<file path="src/rtl/reg_file_sb.sv">
// Register file with two combinational read ports, one clocked write port,
// write-through bypass and a per-register busy scoreboard for hazard checks.
module reg_file_sb #(
   parameter int DATA_W  = 8,
   parameter int ADDR_W  = 3,
   parameter int ZERO_R0 = 1
) (
   input  logic              clk,
   input  logic              rst,
   input  logic [ADDR_W-1:0] read1,
   input  logic [ADDR_W-1:0] read2,
   output logic [DATA_W-1:0] reg1,
   output logic [DATA_W-1:0] reg2,
   output logic              busy1,
   output logic              busy2,
   input  logic              write_reg,
   input  logic [ADDR_W-1:0] write_addr,
   input  logic [DATA_W-1:0] write_data,
   input  logic              issue,
   input  logic [ADDR_W-1:0] issue_addr,
   output logic              any_busy
);

   localparam int DEPTH = 1 << ADDR_W;
   localparam logic HARD_ZERO = (ZERO_R0 != 0);

   logic [DATA_W-1:0] mem [DEPTH];
   logic [DEPTH-1:0]  busy;
   logic [DEPTH-1:0]  set_vec;
   logic [DEPTH-1:0]  clr_vec;
   logic              write_ok;
   logic              hit1;
   logic              hit2;

   assign write_ok = write_reg && !(HARD_ZERO && (write_addr == '0));

   always_ff @(posedge clk or posedge rst) begin
      if (rst) begin
         for (int i = 0; i < DEPTH; i++) begin
            if (HARD_ZERO && (i == 0))
               mem[i] <= '0;
            else
               mem[i] <= DATA_W'(i);
         end
      end else if (write_ok) begin
         mem[write_addr] <= write_data;
      end
   end

   // A newer issue supersedes a retiring writeback, so set takes priority.
   always_comb begin
      set_vec = '0;
      clr_vec = '0;
      for (int i = 0; i < DEPTH; i++) begin
         set_vec[i] = issue && (issue_addr == ADDR_W'(i)) && !(HARD_ZERO && (i == 0));
         clr_vec[i] = write_reg && (write_addr == ADDR_W'(i));
      end
   end

   always_ff @(posedge clk or posedge rst) begin
      if (rst)
         busy <= '0;
      else
         busy <= (busy & ~clr_vec) | set_vec;
   end

   assign hit1 = write_reg && (write_addr == read1);
   assign hit2 = write_reg && (write_addr == read2);

   always_comb begin
      reg1 = mem[read1];
      if (HARD_ZERO && (read1 == '0))
         reg1 = '0;
      else if (hit1)
         reg1 = write_data;
   end

   always_comb begin
      reg2 = mem[read2];
      if (HARD_ZERO && (read2 == '0))
         reg2 = '0;
      else if (hit2)
         reg2 = write_data;
   end

   // A same-cycle writeback already satisfies the operand through the bypass.
   assign busy1    = busy[read1] && !hit1;
   assign busy2    = busy[read2] && !hit2;
   assign any_busy = |busy;

endmodule

</file>
<file path="config.mk">
export PLATFORM = sky130hd
export DESIGN_NAME = reg_file_sb
export DESIGN_NICKNAME = d
export VERILOG_FILES = /design/src/rtl/reg_file_sb.sv
export SDC_FILE = /design/constraint.sdc
export NUM_CORES = 1
export LEC_CHECK = 0
export CAP_MARGIN = 0
export CORE_MARGIN = 4
export CORE_UTILIZATION = 45
export DETAILED_ROUTE_END_ITERATION = 10
export GPL_TIMING_DRIVEN = 0
export HOLD_SLACK_MARGIN = 0.03
export PLACE_DENSITY_LB_ADDON = 0.15
export SYNTH_ARGS = -nofsm -noshare
export SYNTH_HDL_FRONTEND = slang
export SYNTH_SLANG_ARGS = --single-unit
</file>
<file path="constraint.sdc">
create_clock -name clk -period 2.6 [get_ports clk]
set_clock_uncertainty 0.1 [all_clocks]
set_input_delay 0.26 -clock clk [delete_from_list [all_inputs] [get_ports clk]]
set_output_delay 0.26 -clock clk [all_outputs]
set_load 0.01 [all_outputs]
</file>
==> results.md <==
* Status: complete, no violations
* CORE AREA at 8890 um^2
* Clock transition at the registers of the reported paths at 0.08 ns
* Slew Viols, Final at 0
* Synth warn at 0
* Tightest Pin Transition at 0.906 ns
* Setup TNS at 0 ns
* R2r setup slk at 1.72 ns
* Seq pwr share at 42.6%
* Initial antenna violation count at 0
* Vert. Die Dim at 105 um
* Switching power at 0.945 mW
* Number of max-cap violations at 0
* Worst-Skew Late Latency at 0.35 ns
* CP startpoint kind: flop
* DP Wirelength at 6550 um
* Number of CTS-inserted buffers at 9
* Final Hold Viols at 0
* CP delay by family, top: multiplexers
* Worst R2R Start: mem[53]$_DFFE_PP0P_
* HP Start: write_addr[1]
* Maximum clock rate at around 0.4 GHz
* Residual DRC at 0
* Layout area overhead at 21.4%
* Num rows at 34
* Sink Count at about 70
* Die width at approximately 100 um
* Post-synthesis xor/xnor area fraction at 1.25%
* Share of power burned in the clock network at between 30% and 40%
* Synth Instances at 283
* Initial DRC Count at 94
* Ports at 43
* CP endpoint kind: output port
* Worst slew margin at 39.6%
* Vias at 2809
* Gate power share at 25.8%
* P per Cell Area at between 600 and 700 nW/um^2
* Number of I/O port buffers at 36
* CTS max path bufs at 2
* Via density per instance at 6.24
* Worst hold path type: input pin to flop
* Antenna Cells at 0
* Max VDD drop at 433 uV
* Synth unique cells at 31
* Largest family of logic cells by synthesized area: multiplexers
* WP data required at 2.24 ns
* Synthesized cell area at 4200 um^2
* WL/cell at between 20 and 25 um
* GR Overflow Total at 0
* FF+latch count, synth at 72
* Switching portion of total power at 26.6%
* Total iterations of the first detailed-routing run at 6
* First-pass GRT wire length at 16600 um
* RSZ-0062 raised after global routing: false
* Post-route cell area at a little over 5000 um^2
* Initial Util at 47.2%
* Hold worst-path end: busy[0]$_DFF_PP0_
* Worst reg2reg path endpoint: mem[53]$_DFFE_PP0P_
* Slowest stage delay, CP at 0.49 ns
* GPL Wtd Cong at 0.790
* CTS HTree Levels at 3
* Share of cells above drive strength 1 at roughly two fifths
* Worst reg-to-reg path cell count at 1
* Vias in the first global route at approximately 2800
* Syn nets at 307
* Final setup viols at 0
* Simple logic cell fraction of the synthesized area at 6.41%
* CTS tree: built
* Setup CP Type: flop to output port
* Seq/Total Area, Yosys at 43.3%
* CTS root buf: clkbuf_8
* Hold Path Stages at 2
* Critical path buffers and inverters at 1
* Internal power at roughly 2.6 mW
* Largest net degree at the start of global routing at between 70 and 80
* Min Tclk post-route at 2.52 ns
* DIE AREA at 10900 um^2
* Mean Syn Cell Area at between 10 and 15 um^2
* Placement Cell Area at 4700 um^2
* Mux contribution to synthesized area at 40.6%
* Max FO, Critical Path at 4
* Post-layout nets at 361
* Worst-path cell chain: mux4_2 > mux2_2 > and2_1 > clkdlybuf4s50_1
* Post-route antenna net violation count at 0
* Synthesized-area fraction occupied by ao, oa, aoi and oai cells at 4.17%
* Pleak at 2.19 nW
* CP Data Arrival Time at 2.16 ns
* Fin crit share at 96.9%
* Post-synthesis adder-cell area fraction at 0%
* WL final at 10600 um
* GRT Total Usage at around a fifth
* Fin util at a little under three fifths
* CTS Hold Bufs at 0
* CP max stage cell: mux4_2
## registers in the layout, summed over array words and instances, names as in the netlist
| name | count |
|---|---|
| busy | 8 |
| mem | 64 |
## cells in the mapped netlist
cell       n  area share, %
nor4_1     2           0.30
buf_4      2           0.36
nand4b_1   3           0.63
dfstp_2   12            7.5
a211oi_2   1           0.30
inv_1      4           0.36
buf_2      6           0.72
nand2b_1   3           0.45
nand4_2    2           0.60
o32ai_1    1           0.21
nor3b_4    2           0.89
nor2_1    16            1.4
mux2_2    58             16
clkbuf_1   8           0.72
o31a_1     1           0.21
clkbuf_8   1           0.33
o22ai_1    2           0.30
nand2_1    8           0.72
mux4_2    15            8.0
nand4_1    1           0.15
dfrtp_1   60             36
nand2b_4   1           0.33
and2_1     2           0.30
a211oi_1  15            2.7
xnor2_1    6            1.3
nor3_1     2           0.24
mux2i_1   16            3.8
o21ai_0    4           0.48
buf_6      7            1.9
mux4_1    21             13
nor3_4     1           0.39
## per-layer routing
metal  up-vias  GRT usage (%)  part of all wire (%)
met1      1497           26.9                    41
met3        16           2.96                   5.3
li1       1228              -                     -
met4         0           6.19                   1.6
met2        68           33.6                    52
met5         -              0                     0
## metrics by stage
stage | cells | hold slack, ns | total power, mW | worst slack (ns)
after detailed placement | 427 | 0.363 | 2.47 | -0.723
after global routing | 450 | 0.125 | 3.72 | 0.0157
after floorplan | 283 | 0.270 | 2.12 | 0.435
final | 450 | 0.115 | 3.55 | 0.0813
after CTS | 450 | 0.100 | 3.58 | 0.00576
after global placement | 427 | 0.354 | 2.44 | -0.819
## cells by family after synthesis
group,after synthesis
multiplexers,110
buffers and inverters,28
XOR/XNOR,6
AND/OR/NAND/NOR,43
AO/OA/AOI/OAI,24
flip-flops,72
## placed cells by master, fill, tap and decap left out, drive strengths merged
master	synthesis	final
o32ai	1	1
mux2	58	58
a211oi	16	16
nand4	3	3
mux2i	16	16
dlygate4sd2	0	16
bufinv	0	3
dfrtp	60	60
inv	4	4
nor2	16	16
nor4	2	2
nand2b	4	4
o31a	1	1
clkbuf	9	21
nand2	8	8
clkdlybuf4s15	0	1
xnor2	6	6
dfstp	12	12
nand4b	3	3
mux4	36	36
buf	15	22
dlymetal6s2s	0	1
and2	2	2
nor3b	2	2
nor3	3	3
o22ai	2	2
clkinv	0	1
clkinvlp	0	1
clkdlybuf4s50	0	17
o21ai	4	4
## power by group through the flow
stage / Clock, mW / Combinational, mW / Sequential (mW)
floorplan: 0 / 0.640 / 1.48
global placement: 0 / 0.914 / 1.52
detailed placement: 0 / 0.933 / 1.53
CTS: 1.14 / 0.931 / 1.51
global route: 1.19 / 0.993 / 1.54
finish: 1.12 / 0.918 / 1.51
## layout make-up
class	instances	area, um^2
Tap cell	108	135
Clock buffer	11	151
Timing Repair Buffer	43	394
Buffer	24	205
Sequential cell	72	1820
Multi-Input combinational cell	183	2280
Clock inverter	5	103
Fill cell	739	3790
Inverter	4	17.5
## worst max-delay path by stage
stage	from	endpoint	slack, ns	cells past startpoint
floorplan	rst	busy[0]$_DFF_PP0_	0.43	1
CTS	read2[1]	reg2[2]	0.006	7
global route	busy[1]$_DFF_PP0_	busy1	0.02	4
global placement	rst	mem[8]$_DFFE_PP0P_	-0.82	2
detailed placement	read2[1]	reg2[3]	-0.72	6
finish	busy[3]$_DFF_PP0_	busy1	0.08	4
## timing repair
item | 4_1_cts | 5_1_grt
pin swaps | 2 | 0
endpoints found under the setup margin | 18 | 7
gates resized for setup | 43 | 3
buffers inserted | 7 | 0
(Power assumes the default switching activity.)
